--- config.mk ---
export PLATFORM = sky130hd
export DESIGN_NAME = rgmii_rx_delay_tuner
export DESIGN_NICKNAME = d
export VERILOG_FILES = /design/src/rtl/rgmii_rx_delay_tuner_pkg.sv /design/src/rtl/rgmii_tune_window.sv /design/src/rtl/rgmii_rx_delay_tuner.sv
export SDC_FILE = /design/constraint.sdc
export NUM_CORES = 1
export LEC_CHECK = 0
export ABC_AREA = 1
export BUFFER_PORTS_ARGS = -buffer_cell sky130_fd_sc_hd__clkbuf_2
export CORE_MARGIN = 4
export CORE_UTILIZATION = 45
export CTS_CLUSTER_DIAMETER = 40
export DETAILED_ROUTE_END_ITERATION = 7
export GPL_ROUTABILITY_DRIVEN = 1
export GPL_TIMING_DRIVEN = 0
export PLACE_DENSITY = 0.72
export SLEW_MARGIN = 10
export SYNTH_ARGS = -nofsm -noshare
export SYNTH_HDL_FRONTEND = slang
export SYNTH_SLANG_ARGS = --single-unit
--- constraint.sdc ---
create_clock -name clock125 -period 3.51 [get_ports clock125]
set_input_delay 0.1755 -clock clock125 [delete_from_list [all_inputs] [get_ports clock125]]
set_output_delay 0.1755 -clock clock125 [all_outputs]
set_load 0.01 [all_outputs]
--- src/rtl/rgmii_rx_delay_tuner_pkg.sv ---
// Shared definitions for the RGMII RX delay tuner: controller states and default constants.
// The board wrappers reuse DEF_DEFAULT_TAP from here.
package rgmii_rx_delay_tuner_pkg;

  localparam int DEF_TAP_WIDTH      = 5;
  localparam int DEF_DEFAULT_TAP    = 25;
  localparam int DEF_SETTLE_CYCLES  = 64;
  localparam int DEF_DWELL_FRAMES   = 16;
  localparam int DEF_TIMEOUT_CYCLES = 1 << 20;
  localparam int DEF_MIN_WINDOW     = 4;

  typedef enum logic [2:0] {
    ST_INIT   = 3'd0,
    ST_IDLE   = 3'd1,
    ST_LOAD   = 3'd2,
    ST_SETTLE = 3'd3,
    ST_SCORE  = 3'd4,
    ST_EVAL   = 3'd5,
    ST_APPLY  = 3'd6
  } tune_state_t;

  // Floor centre of a window, written to avoid overflow of lo+hi.
  function automatic int window_centre(input int lo, input int hi);
    return lo + ((hi - lo) >>> 1);
  endfunction

endpackage

--- src/rtl/rgmii_tune_window.sv ---
// Tracks the current run of passing taps and the longest closed run seen this sweep.
// Ties keep the earlier run because a closed run only replaces the best when strictly longer.
module rgmii_tune_window #(
  parameter int TAP_WIDTH = 5
) (
  input  logic                 clk,
  input  logic                 srst,
  input  logic                 clear,
  input  logic                 valid,
  input  logic                 pass,
  input  logic                 last,
  input  logic [TAP_WIDTH-1:0] tap,
  output logic [TAP_WIDTH-1:0] best_lo,
  output logic [TAP_WIDTH-1:0] best_hi,
  output logic [TAP_WIDTH:0]   best_len
);

  logic [TAP_WIDTH-1:0] run_lo_reg, run_lo_next;
  logic [TAP_WIDTH:0]   run_len_reg, run_len_next;
  logic [TAP_WIDTH-1:0] best_lo_reg, best_lo_next;
  logic [TAP_WIDTH:0]   best_len_reg, best_len_next;
  logic [TAP_WIDTH-1:0] cand_lo;
  logic [TAP_WIDTH:0]   cand_len;

  always_comb begin
    run_lo_next   = run_lo_reg;
    run_len_next  = run_len_reg;
    best_lo_next  = best_lo_reg;
    best_len_next = best_len_reg;
    // The candidate is the run as it stands after this tap is folded in.
    cand_lo  = run_lo_reg;
    cand_len = run_len_reg;
    if (pass) begin
      cand_lo  = (run_len_reg == '0) ? tap : run_lo_reg;
      cand_len = run_len_reg + 1'b1;
    end
    if (clear) begin
      run_lo_next   = '0;
      run_len_next  = '0;
      best_lo_next  = '0;
      best_len_next = '0;
    end else if (valid) begin
      run_lo_next  = cand_lo;
      run_len_next = (pass && !last) ? cand_len : '0;
      if ((!pass || last) && (cand_len > best_len_reg)) begin
        best_lo_next  = cand_lo;
        best_len_next = cand_len;
      end
    end
  end

  always_ff @(posedge clk) begin
    if (srst) begin
      run_lo_reg   <= '0;
      run_len_reg  <= '0;
      best_lo_reg  <= '0;
      best_len_reg <= '0;
    end else begin
      run_lo_reg   <= run_lo_next;
      run_len_reg  <= run_len_next;
      best_lo_reg  <= best_lo_next;
      best_len_reg <= best_len_next;
    end
  end

  assign best_lo  = best_lo_reg;
  assign best_len = best_len_reg;
  assign best_hi  = best_lo_reg + TAP_WIDTH'(best_len_reg - 1'b1);

endmodule

--- src/rtl/rgmii_rx_delay_tuner.sv ---
// Sweeps a shared IDELAY tap across all RX lanes, scores each tap from MAC frame strobes,
// and loads the centre of the widest error-free window (or the default tap on failure).
module rgmii_rx_delay_tuner
  import rgmii_rx_delay_tuner_pkg::*;
#(
  parameter int TAP_WIDTH      = DEF_TAP_WIDTH,
  parameter int DEFAULT_TAP    = DEF_DEFAULT_TAP,
  parameter int SETTLE_CYCLES  = DEF_SETTLE_CYCLES,
  parameter int DWELL_FRAMES   = DEF_DWELL_FRAMES,
  parameter int TIMEOUT_CYCLES = DEF_TIMEOUT_CYCLES,
  parameter int MIN_WINDOW     = DEF_MIN_WINDOW
) (
  input  logic                 clock125,
  input  logic                 reset,
  input  logic                 start,
  input  logic                 rx_good_frame,
  input  logic                 rx_bad_fcs,
  input  logic                 rx_bad_frame,
  output logic [TAP_WIDTH-1:0] tap_value,
  output logic                 tap_load,
  output logic                 busy,
  output logic                 done,
  output logic                 locked,
  output logic [TAP_WIDTH-1:0] window_lo,
  output logic [TAP_WIDTH-1:0] window_hi
);

  localparam int CNT_W  = $clog2(SETTLE_CYCLES + TIMEOUT_CYCLES + 1);
  localparam int GOOD_W = $clog2(DWELL_FRAMES + 1);
  localparam logic [TAP_WIDTH-1:0] LAST_TAP = '1;
  localparam logic [TAP_WIDTH-1:0] DEF_TAP  = TAP_WIDTH'(DEFAULT_TAP);

  tune_state_t          state_reg, state_next;
  logic [TAP_WIDTH-1:0] sweep_tap_reg, sweep_tap_next;
  logic [CNT_W-1:0]     cnt_reg, cnt_next;
  logic [GOOD_W-1:0]    good_reg, good_next;
  logic                 err_reg, err_next;
  logic [TAP_WIDTH-1:0] tap_value_reg, tap_value_next;
  logic                 tap_load_reg, tap_load_next;
  logic                 busy_reg, busy_next;
  logic                 done_reg, done_next;
  logic                 locked_reg, locked_next;
  logic [TAP_WIDTH-1:0] window_lo_reg, window_lo_next;
  logic [TAP_WIDTH-1:0] window_hi_reg, window_hi_next;

  logic                 win_clear, win_valid, win_pass, win_last;
  logic [TAP_WIDTH-1:0] best_lo, best_hi;
  logic [TAP_WIDTH:0]   best_len;

  rgmii_tune_window #(.TAP_WIDTH(TAP_WIDTH)) u_window (
    .clk      (clock125),
    .srst     (reset),
    .clear    (win_clear),
    .valid    (win_valid),
    .pass     (win_pass),
    .last     (win_last),
    .tap      (sweep_tap_reg),
    .best_lo  (best_lo),
    .best_hi  (best_hi),
    .best_len (best_len)
  );

  always_comb begin
    state_next     = state_reg;
    sweep_tap_next = sweep_tap_reg;
    cnt_next       = cnt_reg;
    good_next      = good_reg;
    err_next       = err_reg;
    tap_value_next = tap_value_reg;
    tap_load_next  = 1'b0;
    busy_next      = busy_reg;
    done_next      = 1'b0;
    locked_next    = locked_reg;
    window_lo_next = window_lo_reg;
    window_hi_next = window_hi_reg;
    win_clear      = 1'b0;
    win_valid      = 1'b0;
    win_pass       = 1'b0;
    win_last       = 1'b0;
    case (state_reg)
      ST_INIT: begin
        tap_value_next = DEF_TAP;
        tap_load_next  = 1'b1;
        state_next     = ST_IDLE;
      end
      ST_IDLE: begin
        if (start) begin
          sweep_tap_next = '0;
          win_clear      = 1'b1;
          busy_next      = 1'b1;
          state_next     = ST_LOAD;
        end
      end
      ST_LOAD: begin
        tap_value_next = sweep_tap_reg;
        tap_load_next  = 1'b1;
        cnt_next       = '0;
        state_next     = ST_SETTLE;
      end
      ST_SETTLE: begin
        if (cnt_reg == CNT_W'(SETTLE_CYCLES - 1)) begin
          cnt_next   = '0;
          good_next  = '0;
          err_next   = 1'b0;
          state_next = ST_SCORE;
        end else begin
          cnt_next = cnt_reg + 1'b1;
        end
      end
      ST_SCORE: begin
        // An error arriving alongside the final good frame still fails the tap.
        if (rx_good_frame && (good_reg != GOOD_W'(DWELL_FRAMES)))
          good_next = good_reg + 1'b1;
        err_next = err_reg | rx_bad_fcs | rx_bad_frame;
        cnt_next = cnt_reg + 1'b1;
        if ((good_next == GOOD_W'(DWELL_FRAMES)) || (cnt_next == CNT_W'(TIMEOUT_CYCLES)))
          state_next = ST_EVAL;
      end
      ST_EVAL: begin
        win_valid = 1'b1;
        win_pass  = (good_reg == GOOD_W'(DWELL_FRAMES)) && !err_reg;
        win_last  = (sweep_tap_reg == LAST_TAP);
        if (win_last) begin
          state_next = ST_APPLY;
        end else begin
          sweep_tap_next = sweep_tap_reg + 1'b1;
          state_next     = ST_LOAD;
        end
      end
      ST_APPLY: begin
        if (int'(best_len) >= MIN_WINDOW) begin
          tap_value_next = TAP_WIDTH'(window_centre(int'(best_lo), int'(best_hi)));
          locked_next    = 1'b1;
          window_lo_next = best_lo;
          window_hi_next = best_hi;
        end else begin
          tap_value_next = DEF_TAP;
          locked_next    = 1'b0;
          window_lo_next = '0;
          window_hi_next = '0;
        end
        tap_load_next = 1'b1;
        done_next     = 1'b1;
        busy_next     = 1'b0;
        state_next    = ST_IDLE;
      end
      default: state_next = ST_INIT;
    endcase
  end

  always_ff @(posedge clock125) begin
    if (reset) begin
      state_reg     <= ST_INIT;
      sweep_tap_reg <= '0;
      cnt_reg       <= '0;
      good_reg      <= '0;
      err_reg       <= 1'b0;
      tap_value_reg <= DEF_TAP;
      tap_load_reg  <= 1'b0;
      busy_reg      <= 1'b0;
      done_reg      <= 1'b0;
      locked_reg    <= 1'b0;
      window_lo_reg <= '0;
      window_hi_reg <= '0;
    end else begin
      state_reg     <= state_next;
      sweep_tap_reg <= sweep_tap_next;
      cnt_reg       <= cnt_next;
      good_reg      <= good_next;
      err_reg       <= err_next;
      tap_value_reg <= tap_value_next;
      tap_load_reg  <= tap_load_next;
      busy_reg      <= busy_next;
      done_reg      <= done_next;
      locked_reg    <= locked_next;
      window_lo_reg <= window_lo_next;
      window_hi_reg <= window_hi_next;
    end
  end

  assign tap_value = tap_value_reg;
  assign tap_load  = tap_load_reg;
  assign busy      = busy_reg;
  assign done      = done_reg;
  assign locked    = locked_reg;
  assign window_lo = window_lo_reg;
  assign window_hi = window_hi_reg;

endmodule

Yosys cells after proc, flatten, opt, wreduce, memory -nomap -nowiden
Cells that the tools add are included.

$add $sub $neg: 8. Magnitude comparators: 2. Equality and inequality tests: 16. Multiplexer cells: 34. Bitwise gates (word level): 2. Reductions and logical operators: 24.

Operators with widths (count): $pmux 21 s3 (1); $mux 5 (10); $add 21x1->21 const B (1); $eq 21x21->1 const B (1); $eq 21x6->1 const B (1); $mux 21 (1); $pmux 5 s2 (2); $pmux 3 s6 (1); $eq 5x5->1 const B (3); $pmux 5 s3 (1); $mux 3 (4); $mux 6 (2); $add 5x1->5 const B (2); $add 5x5->5 (2); $mux 1 (10); $eq 3x3->1 const B (3); $ne 2x2->1 const B (4); $add 6x1->6 const B (1); $eq 3x2->1 const B (2); $ge 6x3->1 const B (1); $gt 6x6->1 (1); $logic_not 6->1 (1); $reduce_and 2->1 (3); $reduce_and 3->1 (2); other kinds (14) (26).

Register bits: 76. Output and inout port bits: 19. Logic and storage cells: 102.

Logic depth before layout (Yosys ltp)
Gate-level depths: netlist (run 1).

Depth after elaboration: 8. Gate-level depth with buffers: 21. Depth with buffers taken out: 20.

Modules after synthesis
From an unflattened synthesis (run 1), not the netlist that was laid out.

Cell total of the unflattened synthesis: 735. Area, all modules: 4749.6 µm².

Modules (own cells, without submodules): rgmii_rx_delay_tuner (times used 1, cells each 505, area each 3220.6 µm², seq. area each 1081.0 µm²); rgmii_tune_window (times used 1, cells each 230, area each 1529.0 µm², seq. area each 440.4 µm²).

Worst setup path after synthesis (run 1)
No wires, ideal clock.

Kind: reg-to-reg. Start point: register u_window.best_lo_reg[1] (netlist: u_window.best_lo[1]). End point: register tap_value_reg[4] (netlist: tap_value[4]). Arrival: 3305 ps. Setup slack: 84 ps. Stages on the path, launching flop included: 18. Cell sequence: dfxtp_1 -> inv_1 -> ha_1 -> inv_1 -> ha_1 -> fa_1 -> xor2_1 -> ha_1 -> a21oi_1 -> o21ai_0 -> xor2_1 -> ha_1 -> a21oi_1 -> o21ai_0 -> xor2_1 -> xor2_1 -> o221ai_1 -> nand2_1.

Cells in the longest elaborated chain, start to end: 5.

Ends and longest elaborated chain: start, declared (RTL line rgmii_tune_window.sv:20) `logic [TAP_WIDTH-1:0] best_lo_reg, best_lo_next;`; start signal, assigned (RTL line rgmii_tune_window.sv:61) `best_lo_reg <= best_lo_next;`; $add 5x5->5 (RTL line rgmii_tune_window.sv:68) `assign best_hi = best_lo_reg + TAP_WIDTH'(best_len_reg - 1'b1);`; $sub 5x5->6 (RTL line rgmii_rx_delay_tuner_pkg.sv:24) `return lo + ((hi - lo) >>> 1);`; $add 5x5->5 * (RTL line rgmii_rx_delay_tuner_pkg.sv:24); $mux 5 * (RTL line rgmii_rx_delay_tuner.sv:131) `if (int'(best_len) >= MIN_WINDOW) begin`; $pmux 5 s3 * (RTL line rgmii_rx_delay_tuner.sv:80) `case (state_reg)`; end signal, assigned (RTL line rgmii_rx_delay_tuner.sv:171) `tap_value_reg <= tap_value_next;`; end, declared (RTL line rgmii_rx_delay_tuner.sv:38) `logic [TAP_WIDTH-1:0] tap_value_reg, tap_value_next;`.

Every way passes the cells marked *; elsewhere a longest branch is shown, timed or not. A chain may end at the register's enable or synchronous reset.

Final worst setup path (run 1)
Same ends and word-level chain as after synthesis.

==> impl_metrics.env, run 1 <==
export IMPL_slew_headroom_pct=57.5
export IMPL_max_stage_delay_ns=0.40
export IMPL_setup_tns_ns=0
export IMPL_clk_latency_ns=0.36
export IMPL_clockRootBuffer="clkbuf_8"
export IMPL_peakVddDrop_v=0.000281
export IMPL_first_iter_violations=293
export IMPL_clkTransAtPathRegs_ns=0.09
export IMPL_yosys_most_used_dff="dfxtp_1"
export IMPL_min_period_ns=3.38
export IMPL_r2r_setup_slack_ns=0.13
export IMPL_grt_start_max_net_pins=15
export IMPL_crit_path_max_fanout=4
export IMPL_worstMarginPinSlew_ns=0.638
export IMPL_hold_viol=0
export IMPL_synthCells=658
export IMPL_viasPerCell=5.15
export IMPL_synth_edf_count=0
export IMPL_slew_viol_final=0
export IMPL_powerDensity_nw_per_um2=426
export IMPL_post_synth_top_area_cell="dfxtp_1"
export IMPL_worst_ep_arrival_time_ns=3.62
export IMPL_crit_slowest_cell="fa_2"
export IMPL_met2_length_um=5490
export IMPL_path_class="reg -> reg"
export IMPL_core_sq_um=9860
export IMPL_grt_pass1_wl_um=18400
export IMPL_numPortBuffers=23
export IMPL_endpoint_kind="flop"
export IMPL_ys_warn_count=0
export IMPL_top_layer_used="met4"
export IMPL_hold_class="in -> reg"
export IMPL_area_delta_synth_final_pct=14.1
export IMPL_n_antenna_cell=0
export IMPL_path_cells="inv_2 > ha_1 > inv_1 > ha_2 > fa_2 > xor2_4 > ha_4 > nand2_2 > o21ai_2 > xor2_1 > ha_1 > a21oi_1 > o21ai_1 > xor2_1 > xor2_1 > o221ai_1 > nand2_1"
export IMPL_worst_path_buf_inv=2
export IMPL_setup_violations=0
export IMPL_drt_total_wl_um=11200
export IMPL_critical_path_top_delay_family="adder cells"
export IMPL_drive_gt1_share_pct=14.2
export IMPL_gp_congestion=0.928
export IMPL_required_ns=3.75
export IMPL_r2r_start="u_window.best_lo[1]"
export IMPL_vias=4303
export IMPL_grt_pass1_vias=4042
export IMPL_max_freq_mhz=295
export IMPL_dp_cells=814
export IMPL_hold_path_startpoint="rx_bad_frame"
export IMPL_met3_length_um=468
export IMPL_ios=25
export IMPL_largest_reg_flops=21
export IMPL_die_width_um=109
export IMPL_crit_top_cell="xor2_1"
export IMPL_cts_sinks=76
export IMPL_antenna_found_initial=0
export IMPL_cts_buffers=9
export IMPL_layout_commonest_cell="nand2_1"
export IMPL_wl_met1_um=4920
export IMPL_synth_top_cell_area_share_pct=33.2
export IMPL_post_route_period_util_pct=96.4
export IMPL_mostFrequentLayoutCells="nand2_1 (169), inv_1 (90), dfxtp_1 (74)"
export IMPL_leakage_uw=0.00219
export IMPL_drc=0
export IMPL_rsz0062_at_grt="no"
export IMPL_maxCapViolations=0
export IMPL_drt_pass1_iter_count=5
export IMPL_wl_per_cell_um=13.4
export IMPL_startpoint="u_window.best_lo[1]"
export IMPL_chipHeight_um=109
export IMPL_synth_seq_cells=76
export IMPL_outcome="complete, no violations"
export IMPL_cts_tree="yes"
export IMPL_synth_avg_cell_area_sq_um=6.96
export IMPL_stdcell_count=835
export IMPL_start_util_pct=46.4
export IMPL_synth_area_sq_um=4580
export IMPL_syn_nets=696
export IMPL_die_area_sq_um=11900
export IMPL_row_count=36
export IMPL_fill_cells=906
export IMPL_synth_top_cells_by_area="dfxtp_1 (33%), nand2_1 (14%), ha_1 (7.9%), a21oi_1 (7.7%), inv_1 (7.5%)"
export IMPL_track_usage_pct=19.4
export IMPL_synth_distinct_cells=45
export IMPL_ant_nets=0
export IMPL_ys_seq_area_share_pct=33.2
export IMPL_fin_nets=735
export IMPL_dp_hpwl_um=8480
export IMPL_synthArstFlopShare_pct=0
export IMPL_finClkSkew_ns=0.0101
export IMPL_start_kind="flop"
export IMPL_grt_overflow_total=0
export IMPL_h_tree_depth=3
export IMPL_cts_buffer_depth=2
## final timing paths
path	endpoint	depth (start not counted)
worst max register to register	tap_value[4]	17
worst max-delay path	tap_value[4]	17
worst min-delay path	err_reg	3
worst min register to register	locked	2
## cells by family after synthesis
family,share of synthesized area [%]
AO/OA/AOI/OAI,14.0
XOR/XNOR,3.99
adder cells (fa/ha/maj),9.24
buffers and inverters,9.59
flip-flops,33.2
multiplexers,1.23
AND/OR/NAND/NOR,28.7
## worst reg2reg max path, cell delays in order, from the launching register on
cell,delay [ns]
dfxtp_4,0.38
inv_2,0.06
ha_1,0.27
inv_1,0.04
ha_2,0.20
fa_2,0.40
xor2_4,0.18
ha_4,0.32
nand2_2,0.06
o21ai_2,0.15
xor2_1,0.17
ha_1,0.28
a21oi_1,0.12
o21ai_1,0.09
xor2_1,0.15
xor2_1,0.17
o221ai_1,0.16
nand2_1,0.08
## cell usage after synthesis (2+ instances only)
cell type,count
nand2_1,170
inv_1,92
dfxtp_1,76
a21oi_1,70
nor2_1,60
ha_1,29
nand3_1,25
o21ai_0,25
nand4_1,13
xor2_1,11
xnor2_1,8
clkbuf_1,7
nor3_1,7
inv_2,6
nor2_2,6
mux2_2,5
nor2_4,4
o21ai_1,4
buf_2,3
fa_1,3
nor4_1,3
o221ai_1,3
o22ai_1,3
or2_2,3
a31oi_1,2
## stage by stage
| stage | hold slack, ns | power [uW] | utilization, % | cell area (sq um) | setup WS (ns) |
|---|---|---|---|---|---|
| after floorplan | 0.368 | 1330 | - | 4580 | 0.0840 |
| after global placement | 0.453 | 1470 | 49.3 | 4860 | -0.227 |
| after detailed placement | 0.457 | 1490 | 49.3 | 4860 | -0.308 |
| after CTS | 0.103 | 2240 | 52.2 | 5150 | 0.0107 |
| after global routing | 0.132 | 2350 | 53.0 | 5230 | 0.00331 |
| final | 0.104 | 2230 | 53.0 | 5230 | 0.126 |
## per-layer routing
| metal | up-vias | track usage, % |
|---|---|---|
| li1 | 2196 | - |
| met4 | 0 | 6.58 |
| met5 | - | 0 |
| met3 | 22 | 4.20 |
| met1 | 1977 | 24.4 |
| met2 | 108 | 32.9 |
## area by class of cell
| cell class | instances | area [sq um] | area share [%] |
|---|---|---|---|
| well taps | 133 | 166 | 3.18 |
| plain buffers | 11 | 52.6 | 1.01 |
| clock buffers | 9 | 124 | 2.37 |
| multi-input cells | 470 | 2720 | 52.0 |
| clock inverters | 7 | 98.8 | 1.89 |
| flip-flops and latches | 76 | 1530 | 29.3 |
| inverters | 101 | 387 | 7.40 |
| repair buffers | 28 | 153 | 2.92 |
## what timing repair did
item / CTS / global route
buffers inserted: 0 / 5
gates resized for setup: 12 / 12
endpoints found under the setup margin: 2 / 1
hold buffers: 0 / 0
endpoints found under the hold margin: 0 / 0
pin swaps: 1 / 9
## where the power goes
group / switching, uW / internal, uW
Clock: 350 / 404
Sequential: 65.4 / 917
Combinational: 350 / 140
Total: 766 / 1460
Power figures use the tool's default switching activity.
==> run 2, diff against run 1 <==
Settings changed: PLACE_DENSITY 0.72 to unset, PLACE_DENSITY_LB_ADDON set to 0.05.
==> run 2 against run 1 <==
  * Worst hold slack better by 0.013 ns
  * Cell area is 0.81% lower
  * Wire length is 0.69% lower
  * Via count is 3.8% lower
  * Clock-buffer cell count is 1 higher
  * Critical path depth is 1 lower
  * Combinational power hardly changed
  * Setup slack worse by 0.045 ns
  * Clock power is 8.2% higher
  * Die area stayed put
  * Critical path type unchanged
  * Largest power group unchanged
  * Highest routed layer unchanged
==> impl_metrics.env, run 2 (synthesis results as in run 1) <==
export IMPL_outcome="complete, no violations"
export IMPL_hold_path_startpoint="rx_bad_frame"
export IMPL_multiInputGateArea_sq_um=2680
export IMPL_rsz0062_at_grt="yes"
export IMPL_drt_pass1_iter_count=5
export IMPL_drt_total_wl_um=11100
export IMPL_final_util_pct=52.5
export IMPL_hold_class="in -> reg"
export IMPL_chipHeight_um=109
export IMPL_whs_ns=0.116
export IMPL_maxCapViolations=0
export IMPL_required_ns=3.76
export IMPL_max_freq_mhz=292
export IMPL_crit_path_max_fanout=4
export IMPL_met1_usage_pct=25.9
export IMPL_clockRootBuffer="clkbuf_8"
export IMPL_cts_buffer_depth=2
export IMPL_setup_violations=0
export IMPL_antenna_found_initial=0
export IMPL_start_util_pct=46.4
export IMPL_power_total_uw=2290
export IMPL_rr_worst_depth=16
export IMPL_n_antenna_cell=0
export IMPL_grt_overflow_total=0
export IMPL_gp_congestion=0.850
export IMPL_r2r_setup_slack_ns=0.08
export IMPL_slew_viol_final=0
export IMPL_min_period_ns=3.43
export IMPL_holdPathEnd="err_reg"
export IMPL_h_tree_depth=3
export IMPL_grt_pass1_vias=3847
export IMPL_endpoint_kind="flop"
export IMPL_place_area_sq_um=4860
export IMPL_die_width_um=109
export IMPL_area_delta_synth_final_pct=13.2
export IMPL_crit_slowest_cell="dfxtp_2"
export IMPL_grt_busiest_layer="met2"
export IMPL_min_path_cells=3
export IMPL_ant_nets=0
export IMPL_path_class="reg -> reg"
export IMPL_mostFrequentLayoutCells="nand2_1 (169), inv_1 (91), dfxtp_1 (74)"
export IMPL_regArea_sq_um=1530
export IMPL_fin_nets=733
export IMPL_met3_usage_pct=3.79
export IMPL_finClkSkew_ns=0.00763
export IMPL_path_cells="inv_1 > ha_1 > inv_1 > ha_1 > a21o_1 > a21oi_1 > xnor2_1 > ha_1 > xor2_1 > ha_1 > a21oi_1 > o21ai_1 > xor2_1 > xor2_1 > o221ai_1 > nand2_1"
export IMPL_dp_hpwl_um=8530
export IMPL_grt_pass1_wl_um=18500
export IMPL_cts_buffers=9
export IMPL_fill_cells=990
export IMPL_grt_use_met2_pct=33.1
export IMPL_hold_viol=0
export IMPL_slew_headroom_pct=55.8
export IMPL_drive_gt1_share_pct=13.0
export IMPL_numPortBuffers=23
export IMPL_die_area_sq_um=11900
export IMPL_final_cell_area_sq_um=5180
export IMPL_r2r_start="u_window.best_lo[2]"
export IMPL_powerDensity_nw_per_um2=441
export IMPL_post_route_period_util_pct=97.7
export IMPL_peakVddDrop_v=0.000265
export IMPL_worstMarginPinSlew_ns=0.663
export IMPL_wl_per_cell_um=13.3
export IMPL_clkTransAtPathRegs_ns=0.08
export IMPL_viasPerCell=4.97
export IMPL_cts_hold_buf=0
export IMPL_leakage_uw=0.00217
export IMPL_cts_sinks=76
export IMPL_worst_ep_arrival_time_ns=3.68
export IMPL_start_kind="flop"
export IMPL_core_sq_um=9860
export IMPL_drc=0
export IMPL_clk_latency_ns=0.36
export IMPL_grt_start_max_net_pins=14
export IMPL_row_count=36
export IMPL_vias=4141
export IMPL_cts_tree="yes"
export IMPL_largest_reg_flops=21
export IMPL_ios=25
export IMPL_layout_commonest_cell="nand2_1"
export IMPL_crit_top_cell="ha_1"
export IMPL_track_usage_pct=20.1
export IMPL_max_stage_delay_ns=0.40
export IMPL_r2r_end="tap_value[4]"
export IMPL_first_iter_violations=279
[run 2: what timing repair did]
item                       in CTS  in global routing
gates resized for setup         8                  7
pin swaps                       1                  2
setup buffers                   1                  2
setup endpoints to repair       2                  5
[run 2: power by group]
group / internal, uW / total [uW] / switching [uW] / leakage, uW
clock network: 474 / 816 / 342 / 0.000117
registers: 918 / 977 / 59.5 / 0.000615
logic: 140 / 492 / 352 / 0.00144
total: 1530 / 2290 / 754 / 0.00217
[run 2: worst max path at each step]
stage	cells after the start	slack, ns	end	from
after CTS	17	0.02	tap_value[4]	u_window.best_lo[1]
after detailed placement	17	-0.26	tap_value[4]	u_window.best_lo[1]
after global placement	17	-0.24	tap_value[4]	u_window.best_lo[1]
after global routing	17	-0.08	tap_value[4]	u_window.best_lo[1]
final	16	0.08	tap_value[4]	u_window.best_lo[2]
after floorplan	17	0.08	tap_value[4]	u_window.best_lo[1]
[run 2: area by class of cell]
type	instances	area share, %
sequential	76	29.4
buffer	11	1.01
timing repair buffer	26	2.66
multi-input combinational	470	51.6
clock buffer	10	2.46
tap	133	3.21
inverter	101	7.46
clock inverter	6	2.15
[run 2: worst max-delay path: cells and delay by family (launching register included)]
family / cells / cell delay (ns)
xor gates and xnor gates: 4 / 0.71
buffers and inverters: 2 / 0.21
and+or+nand+nor: 1 / 0.07
AOI/OAI and AO/OA: 5 / 0.75
DFF: 1 / 0.40
adders and majority gates: 4 / 1.18
[run 2: per-layer routing]
metal  vias to the layer above  part of all wire (%)
met5                         -                     0
met4                         0                   2.4
met3                        17                   2.9
met2                        48                    48
met1                      1876                    47
li1                       2200                     -
[run 2: per-stage QoR]
step | std cells | setup slack, ns | setup TNS [ns]
2_1_floorplan | 658 | 0.0840 | 0
3_3_place_gp | 814 | -0.245 | -0.296
3_5_place_dp | 814 | -0.258 | -0.305
4_1_cts | 831 | 0.0171 | 0
5_1_grt | 833 | -0.0757 | -0.0757
6_report | 833 | 0.0803 | 0
